## config.mk

```make
export PLATFORM = sky130hd
export DESIGN_NAME = uart_echo_fifo_flat
export DESIGN_NICKNAME = d
export VERILOG_FILES = /design/src/rtl/uart_echo_fifo_if.sv /design/src/rtl/uart_echo_fifo.sv /design/src/flat_wrapper.sv
export SDC_FILE = /design/constraint.sdc
export NUM_CORES = 1
export LEC_CHECK = 0
export ABC_CLOCK_PERIOD_IN_PS = 3400
export BUFFER_PORTS_ARGS = -buffer_cell sky130_fd_sc_hd__buf_2
export CAP_MARGIN = 20
export CELL_PAD_IN_SITES_DETAIL_PLACEMENT = 0
export CELL_PAD_IN_SITES_GLOBAL_PLACEMENT = 2
export CORE_UTILIZATION = 40
export DETAILED_ROUTE_END_ITERATION = 7
export PLACE_DENSITY = 0.71
export SLEW_MARGIN = 20
export SYNTH_ARGS = -nofsm -noshare
export SYNTH_HDL_FRONTEND = slang
export SYNTH_SLANG_ARGS = --single-unit
```

## constraint.sdc

```tcl
create_clock -name sys_clk -period 3.4 [get_ports sys_clk]
set_input_delay 0.85 -clock sys_clk [delete_from_list [all_inputs] [get_ports sys_clk]]
set_output_delay 0.85 -clock sys_clk [all_outputs]
set_load 0.1 [all_outputs]
```

## src/rtl/uart_echo_fifo_if.sv

```systemverilog
// Serial pins and status bundle of uart_echo_fifo.
// The slave modport is the echo block's view; master is the board or bench side.
interface uart_echo_fifo_if #(
    parameter int DATA_BITS  = 8,
    parameter int FIFO_DEPTH = 16
);
    logic                        uart_rx;
    logic                        uart_tx;
    logic                        tx_hold;
    logic                        clr_overflow;
    logic                        rx_valid;
    logic [DATA_BITS-1:0]        rx_data;
    logic                        parity_err;
    logic                        frame_err;
    logic                        overflow;
    logic [$clog2(FIFO_DEPTH):0] fifo_count;
    logic                        tx_busy;

    modport slave (
        input  uart_rx, tx_hold, clr_overflow,
        output uart_tx, rx_valid, rx_data, parity_err, frame_err, overflow, fifo_count, tx_busy
    );

    modport master (
        output uart_rx, tx_hold, clr_overflow,
        input  uart_tx, rx_valid, rx_data, parity_err, frame_err, overflow, fifo_count, tx_busy
    );
endinterface

```

## src/rtl/uart_echo_fifo.sv

```systemverilog
// UART receiver and transmitter joined by a FIFO: every error-free received
// character is queued and echoed back in order.
module uart_echo_fifo #(
    parameter int CLK_FREQ   = 50_000_000,
    parameter int UART_BPS   = 115200,
    parameter int DATA_BITS  = 8,
    parameter int PARITY     = 0,
    parameter int STOP_BITS  = 1,
    parameter int FIFO_DEPTH = 16
) (
    input  logic            sys_clk,
    input  logic            rst_n,
    uart_echo_fifo_if.slave bus
);
    localparam int BPS_CNT = CLK_FREQ / UART_BPS;
    localparam int CNT_W   = $clog2(BPS_CNT);
    localparam int AW      = $clog2(FIFO_DEPTH);

    localparam logic [CNT_W-1:0] CNT_LAST  = CNT_W'(BPS_CNT - 1);
    localparam logic [CNT_W-1:0] CNT_MID   = CNT_W'(BPS_CNT / 2);
    localparam logic [2:0]       BIT_LAST  = 3'(DATA_BITS - 1);
    localparam logic [2:0]       STOP_LAST = 3'(STOP_BITS - 1);
    localparam logic [AW:0]      FULL_CNT  = (AW + 1)'(FIFO_DEPTH);

    localparam logic [2:0] S_IDLE   = 3'd0;
    localparam logic [2:0] S_START  = 3'd1;
    localparam logic [2:0] S_DATA   = 3'd2;
    localparam logic [2:0] S_PARITY = 3'd3;
    localparam logic [2:0] S_STOP   = 3'd4;

    function automatic logic parity_bit(input logic [DATA_BITS-1:0] d);
        return (PARITY == 1) ? ~(^d) : (^d);
    endfunction

    logic                 rx_meta, rx_sync, rx_sync_d;
    logic [2:0]           rx_state;
    logic [CNT_W-1:0]     rx_cnt;
    logic [2:0]           rx_bit;
    logic [DATA_BITS-1:0] rx_shift;
    logic                 rx_par;
    logic                 rx_valid_r, parity_err_r, frame_err_r;
    logic [DATA_BITS-1:0] rx_data_r;

    logic [DATA_BITS-1:0] mem [FIFO_DEPTH];
    logic [AW-1:0]        wr_ptr, rd_ptr;
    logic [AW:0]          count;
    logic                 overflow_r;
    logic                 push_ok, full, pop, wr_en;

    logic [2:0]           tx_state;
    logic [CNT_W-1:0]     tx_cnt;
    logic [2:0]           tx_bit;
    logic [DATA_BITS-1:0] tx_shift;
    logic                 tx_par, tx_line, tx_busy_r;
    logic                 tx_bit_end, tx_ready;

    // RX leaves STOP at the mid-bit sample so a following start edge is never missed.
    always_ff @(posedge sys_clk) begin
        if (!rst_n) begin
            rx_meta      <= 1'b1;
            rx_sync      <= 1'b1;
            rx_sync_d    <= 1'b1;
            rx_state     <= S_IDLE;
            rx_cnt       <= '0;
            rx_bit       <= '0;
            rx_shift     <= '0;
            rx_par       <= 1'b0;
            rx_valid_r   <= 1'b0;
            rx_data_r    <= '0;
            parity_err_r <= 1'b0;
            frame_err_r  <= 1'b0;
        end else begin
            rx_meta    <= bus.uart_rx;
            rx_sync    <= rx_meta;
            rx_sync_d  <= rx_sync;
            rx_valid_r <= 1'b0;
            if (rx_state != S_IDLE)
                rx_cnt <= (rx_cnt == CNT_LAST) ? '0 : rx_cnt + CNT_W'(1);
            case (rx_state)
                S_IDLE: begin
                    if (rx_sync_d && !rx_sync) begin
                        rx_state <= S_START;
                        rx_cnt   <= '0;
                    end
                end
                S_START: begin
                    if (rx_cnt == CNT_MID && rx_sync) begin
                        rx_state <= S_IDLE;
                    end else if (rx_cnt == CNT_LAST) begin
                        rx_state <= S_DATA;
                        rx_bit   <= '0;
                    end
                end
                S_DATA: begin
                    if (rx_cnt == CNT_MID)
                        rx_shift <= {rx_sync, rx_shift[DATA_BITS-1:1]};
                    if (rx_cnt == CNT_LAST) begin
                        if (rx_bit == BIT_LAST)
                            rx_state <= (PARITY != 0) ? S_PARITY : S_STOP;
                        else
                            rx_bit <= rx_bit + 3'd1;
                    end
                end
                S_PARITY: begin
                    if (rx_cnt == CNT_MID)
                        rx_par <= rx_sync;
                    if (rx_cnt == CNT_LAST)
                        rx_state <= S_STOP;
                end
                S_STOP: begin
                    if (rx_cnt == CNT_MID) begin
                        rx_state     <= S_IDLE;
                        rx_valid_r   <= 1'b1;
                        rx_data_r    <= rx_shift;
                        parity_err_r <= (PARITY != 0) && (rx_par != parity_bit(rx_shift));
                        frame_err_r  <= !rx_sync;
                    end
                end
                default: rx_state <= S_IDLE;
            endcase
        end
    end

    // A full FIFO still accepts a push when the head leaves in the same cycle.
    assign push_ok = rx_valid_r && !parity_err_r && !frame_err_r;
    assign full    = (count == FULL_CNT);
    assign pop     = tx_ready && (count != '0) && !bus.tx_hold;
    assign wr_en   = push_ok && (!full || pop);

    always_ff @(posedge sys_clk) begin
        if (wr_en)
            mem[wr_ptr] <= rx_data_r;
    end

    always_ff @(posedge sys_clk) begin
        if (!rst_n) begin
            wr_ptr     <= '0;
            rd_ptr     <= '0;
            count      <= '0;
            overflow_r <= 1'b0;
        end else begin
            if (wr_en)
                wr_ptr <= wr_ptr + AW'(1);
            if (pop)
                rd_ptr <= rd_ptr + AW'(1);
            if (wr_en && !pop)
                count <= count + (AW + 1)'(1);
            else if (!wr_en && pop)
                count <= count - (AW + 1)'(1);
            if (push_ok && full && !pop)
                overflow_r <= 1'b1;
            else if (bus.clr_overflow)
                overflow_r <= 1'b0;
        end
    end

    // TX may pop in the last stop-bit cycle, so queued frames go out with no idle gap.
    assign tx_bit_end = (tx_cnt == CNT_LAST);
    assign tx_ready   = (tx_state == S_IDLE) ||
                        (tx_state == S_STOP && tx_bit_end && tx_bit == STOP_LAST);

    always_ff @(posedge sys_clk) begin
        if (!rst_n) begin
            tx_state  <= S_IDLE;
            tx_cnt    <= '0;
            tx_bit    <= '0;
            tx_shift  <= '0;
            tx_par    <= 1'b0;
            tx_line   <= 1'b1;
            tx_busy_r <= 1'b0;
        end else begin
            if (tx_state != S_IDLE)
                tx_cnt <= tx_bit_end ? '0 : tx_cnt + CNT_W'(1);
            if (pop) begin
                tx_state  <= S_START;
                tx_cnt    <= '0;
                tx_shift  <= mem[rd_ptr];
                tx_par    <= parity_bit(mem[rd_ptr]);
                tx_line   <= 1'b0;
                tx_busy_r <= 1'b1;
            end else begin
                case (tx_state)
                    S_START: begin
                        if (tx_bit_end) begin
                            tx_state <= S_DATA;
                            tx_bit   <= '0;
                            tx_line  <= tx_shift[0];
                        end
                    end
                    S_DATA: begin
                        if (tx_bit_end) begin
                            if (tx_bit == BIT_LAST) begin
                                tx_bit <= '0;
                                if (PARITY != 0) begin
                                    tx_state <= S_PARITY;
                                    tx_line  <= tx_par;
                                end else begin
                                    tx_state <= S_STOP;
                                    tx_line  <= 1'b1;
                                end
                            end else begin
                                tx_bit   <= tx_bit + 3'd1;
                                tx_shift <= tx_shift >> 1;
                                tx_line  <= tx_shift[1];
                            end
                        end
                    end
                    S_PARITY: begin
                        if (tx_bit_end) begin
                            tx_state <= S_STOP;
                            tx_line  <= 1'b1;
                        end
                    end
                    S_STOP: begin
                        if (tx_bit_end) begin
                            if (tx_bit == STOP_LAST) begin
                                tx_state  <= S_IDLE;
                                tx_busy_r <= 1'b0;
                            end else begin
                                tx_bit <= tx_bit + 3'd1;
                            end
                        end
                    end
                    default: tx_state <= S_IDLE;
                endcase
            end
        end
    end

    assign bus.uart_tx    = tx_line;
    assign bus.tx_busy    = tx_busy_r;
    assign bus.rx_valid   = rx_valid_r;
    assign bus.rx_data    = rx_data_r;
    assign bus.parity_err = parity_err_r;
    assign bus.frame_err  = frame_err_r;
    assign bus.overflow   = overflow_r;
    assign bus.fifo_count = count;
endmodule

```

## src/flat_wrapper.sv

```systemverilog
// flat-port wrapper written by rule: the top's interface ports become plain ports
module uart_echo_fifo_flat 
#(
    parameter int CLK_FREQ   = 50_000_000,
    parameter int UART_BPS   = 115200,
    parameter int DATA_BITS  = 8,
    parameter int PARITY     = 0,
    parameter int STOP_BITS  = 1,
    parameter int FIFO_DEPTH = 16
)
  (sys_clk, rst_n, bus_uart_rx, bus_tx_hold, bus_clr_overflow, bus_uart_tx, bus_rx_valid, bus_rx_data, bus_parity_err, bus_frame_err, bus_overflow, bus_fifo_count, bus_tx_busy);
  uart_echo_fifo_if #(.DATA_BITS(DATA_BITS), .FIFO_DEPTH(FIFO_DEPTH)) bus_i ();
  input  logic sys_clk;
  input  logic rst_n;
  input wire logic [$bits(bus_i.uart_rx)-1:0] bus_uart_rx;
  input wire logic [$bits(bus_i.tx_hold)-1:0] bus_tx_hold;
  input wire logic [$bits(bus_i.clr_overflow)-1:0] bus_clr_overflow;
  output wire logic [$bits(bus_i.uart_tx)-1:0] bus_uart_tx;
  output wire logic [$bits(bus_i.rx_valid)-1:0] bus_rx_valid;
  output wire logic [$bits(bus_i.rx_data)-1:0] bus_rx_data;
  output wire logic [$bits(bus_i.parity_err)-1:0] bus_parity_err;
  output wire logic [$bits(bus_i.frame_err)-1:0] bus_frame_err;
  output wire logic [$bits(bus_i.overflow)-1:0] bus_overflow;
  output wire logic [$bits(bus_i.fifo_count)-1:0] bus_fifo_count;
  output wire logic [$bits(bus_i.tx_busy)-1:0] bus_tx_busy;
  assign bus_i.uart_rx = bus_uart_rx;
  assign bus_i.tx_hold = bus_tx_hold;
  assign bus_i.clr_overflow = bus_clr_overflow;
  assign bus_uart_tx = bus_i.uart_tx;
  assign bus_rx_valid = bus_i.rx_valid;
  assign bus_rx_data = bus_i.rx_data;
  assign bus_parity_err = bus_i.parity_err;
  assign bus_frame_err = bus_i.frame_err;
  assign bus_overflow = bus_i.overflow;
  assign bus_fifo_count = bus_i.fifo_count;
  assign bus_tx_busy = bus_i.tx_busy;
  uart_echo_fifo #(.CLK_FREQ(CLK_FREQ), .UART_BPS(UART_BPS), .DATA_BITS(DATA_BITS), .PARITY(PARITY), .STOP_BITS(STOP_BITS), .FIFO_DEPTH(FIFO_DEPTH)) u_core (.sys_clk(sys_clk), .rst_n(rst_n), .bus(bus_i));
endmodule
```

==> results.md <==
* Worst-Margin Slew at 839 ps
* Critical path capture point type: flop
* Final min period at between 3000 and 4000 ps
* Peak VDD IR at about 0.35 mV
* I/O pin count at 24
* Crit path DAT at ~3700 ps
* Synth Flop Type: edfxtp_1
* Area Overhead vs Synth at 14.1%
* CP peak stage delay at roughly 560 ps
* Global-route wire length before repair at around 28 mm
* Die Height at ~150 um
* Synth Area per Inst at 13.9 um2
* Total number of vias at ~5,000
* Status: finished, final reports clean
* Core Box Area at around 21,000 um2
* Initial antenna violation count at 0
* Yosys warns at 0
* CP required at between 3000 and 4000 ps
* Cells after Synth at 622
* Final period util at 95.1%
* DR pass1 iterations at 4
* Die area at 22,200 um2
* # setup viols final at 0
* Critical path type: reg -> reg
* Final WL at roughly 17 mm
* Max-slew violations at 0
* Synth area leader: edfxtp_1
* Antenna diode count at 0
* Post-synth EDFFs at ~130
* Crit path buffers/inverters at 2
* Post-DRT Antenna Nets at 0
* Vias in the first global route at 5,063
* Setup Skew at ~13 ps
* Vias/cell at approximately 5.3
* # hold bufs at CTS at 0
* RSZ-0062 raised after global routing: no
* Max-Cap Viols at 0
* Clock Tree Buf Depth at 3
* Crit-path max FO at 5
* Pin count of the biggest net entering global routing at 37
* Synth unique cells at just under 60
* Final Util at a little under half
* Most common cell in the synthesized netlist: edfxtp_1
* Setup tns final at 0 ps
* First-iteration detailed-routing DRC count at between 300 and 400
* Mapped Area at approximately 8600 um2
* GR Util All Layers at between 15 and 20%
* Row cnt at between 50 and 60
* Sink Count at between 200 and 250
* Area share of the largest cell type after synthesis at ~45%
* Placer congestion estimate at 0.788
* CTS buffer count at 23
* Fmax at between 300 and 400 MHz
* FFs w/ async S/R, synth at 0%
* Final #Nets at about 680
* Leak at roughly 3.4 nW
* Synth cell count leaders: edfxtp_1, dfxtp_1, nand2_1, mux4_2, nor2_1
* Worst path cell trace: or4b_4, or4_4, a21oi_2, inv_2, ha_1, inv_2, ha_1, a21o_1, a21oi_2, xnor2_1, or3_1, a21boi_0
* Root buffer cell: clkbuf_16
* Setup Fix Bufs, Post-CTS at 0
* CTS tree: built
* HPWL Detailed at approximately 11 mm
* Startpoint types: flop
* GRT overflow at 0
* Mapped Nets at between 600 and 700
* Seq/Total Area, Yosys at a little over three fifths
* Pwr per Cell Area at 521 nW/um2
* CP max stage cell: or4b_4
* Die Width at around 150 um
* Clk_lat worst skew at slightly above 500 ps
* Share of layout cells above drive strength 1 at about a fifth
* CTS resizes at 0
* Synthesized flop and latch total at between 200 and 250
* WL/cell at around 18 um
* Hold Fails Final Rpt at 0
* H-tree lvl count at 1
* Drt drc at 0
* Worst hold path type: reg -> reg
* Area contributors post-synth: edfxtp_1, dfxtp_1, mux4_2
* Relative max-transition margin at between 40% and 50%
* PortBufs at 22
* Clock-pin slew on the worst setup and hold paths at 60 ps
* CP top delay family: simple AND/OR/NAND/NOR gates
* Starting Density at around two fifths
[cell type report]
type / instances / area, um2
fillers: 1901 / 11200
flip-flops and latches: 207 / 5430
multi-input cells: 374 / 3060
clock buffers: 32 / 639
well taps: 275 / 344
repair buffers: 37 / 223
clock inverters: 10 / 108
inverters: 11 / 41.3
[metal layers]
layer | wire length [um] | vias up | part of all wire (%) | track usage [%]
met1 | 8120 | 2503 | 47 | 22.7
met2 | 8030 | 83 | 47 | 26.1
met3 | 644 | 24 | 3.8 | 2.48
met4 | 367 | 0 | 2.1 | 5.10
li1 | - | 2409 | - | -
met5 | 0 | - | 0 | 0
[final timing paths]
check	start	cells after the start	slack [ps]	end
max	u_core.tx_cnt[3]	12	170	u_core.bus.fifo_count[4]
min	u_core.rx_meta	1	410	u_core.rx_sync
max reg2reg	u_core.tx_cnt[3]	12	170	u_core.bus.fifo_count[4]
min reg2reg	u_core.rx_meta	1	410	u_core.rx_sync
[worst reg2reg max path: stages, from the launching register on]
cell      delay [ps]
dfxtp_1          340
or4b_4           560
or4_4            530
a21oi_2          190
inv_2             60
ha_1             230
inv_2            100
ha_1             270
a21o_1           210
a21oi_2          140
xnor2_1           80
or3_1            300
a21boi_0         170
[metrics by stage]
stage / power, W / setup WS, ps / instances / instance area [um2] / hold WS [ps]
2_1_floorplan: 0.00273 / 20.6 / 622 / 8640 / 386
3_3_place_gp: 0.00274 / 155 / 904 / 9090 / 391
3_5_place_dp: 0.00274 / 85.2 / 904 / 9090 / 392
4_1_cts: 0.00518 / 44.9 / 946 / 9840 / 407
5_1_grt: 0.00528 / 6.27 / 946 / 9850 / 442
6_report: 0.00513 / 165 / 946 / 9850 / 407
[where the power goes]
group / internal, W / total (W) / leakage [nW] / switching [W]
clock: 0.00147 / 0.00244 / 0.362 / 0.000975
sequential: 0.00264 / 0.00264 / 1.82 / 0.00000386
combinational: 0.0000141 / 0.0000441 / 1.22 / 0.0000300
total: 0.00412 / 0.00513 / 3.41 / 0.00101
[cells by family after synthesis]
kind of cell / Yosys count / share of synthesized area [%]
compound gates: 84 / 6.52
buf+inv: 41 / 1.87
other cells: 1 / 0.0434
xor+xnor: 15 / 1.52
fa+ha+maj: 19 / 2.84
mux: 65 / 12.3
simple gates: 190 / 12.1
flops: 207 / 62.8
[sequential cells by signal, indices dropped and copies added, names as in the netlist, 4 cells and up, named ones only]
register	cells
u_core.mem	128
u_core.rx_cnt	9
u_core.tx_cnt	9
u_core.bus.rx_data	8
u_core.rx_shift	8
u_core.tx_shift	8
u_core.bus.fifo_count	5
u_core.rd_ptr	4
u_core.wr_ptr	4
[cell usage in the layout (no fill, tap or decap), drive strengths merged, types with 3 or more instances in the layout]
cell type,Yosys,final
a22oi,16,16
xnor2,7,7
clkbuf,19,32
ha,18,18
edfxtp,128,128
dfxtp,79,79
a21boi,7,7
xor2,8,8
mux2i,26,26
nand2b,9,9
and3,15,15
mux4,32,32
or3,3,3
nand2,37,37
a31oi,12,12
nand3b,4,4
clkinv,0,5
and2,18,18
and3b,3,3
nor2,30,30
inv,11,12
o21ai,22,22
buf,11,37
or4b,3,3
nor3,9,9
a21oi,7,7
nand4,5,5
nor2b,28,28
mux2,7,7
nand3,16,16
Power figures use the tool's default switching activity.
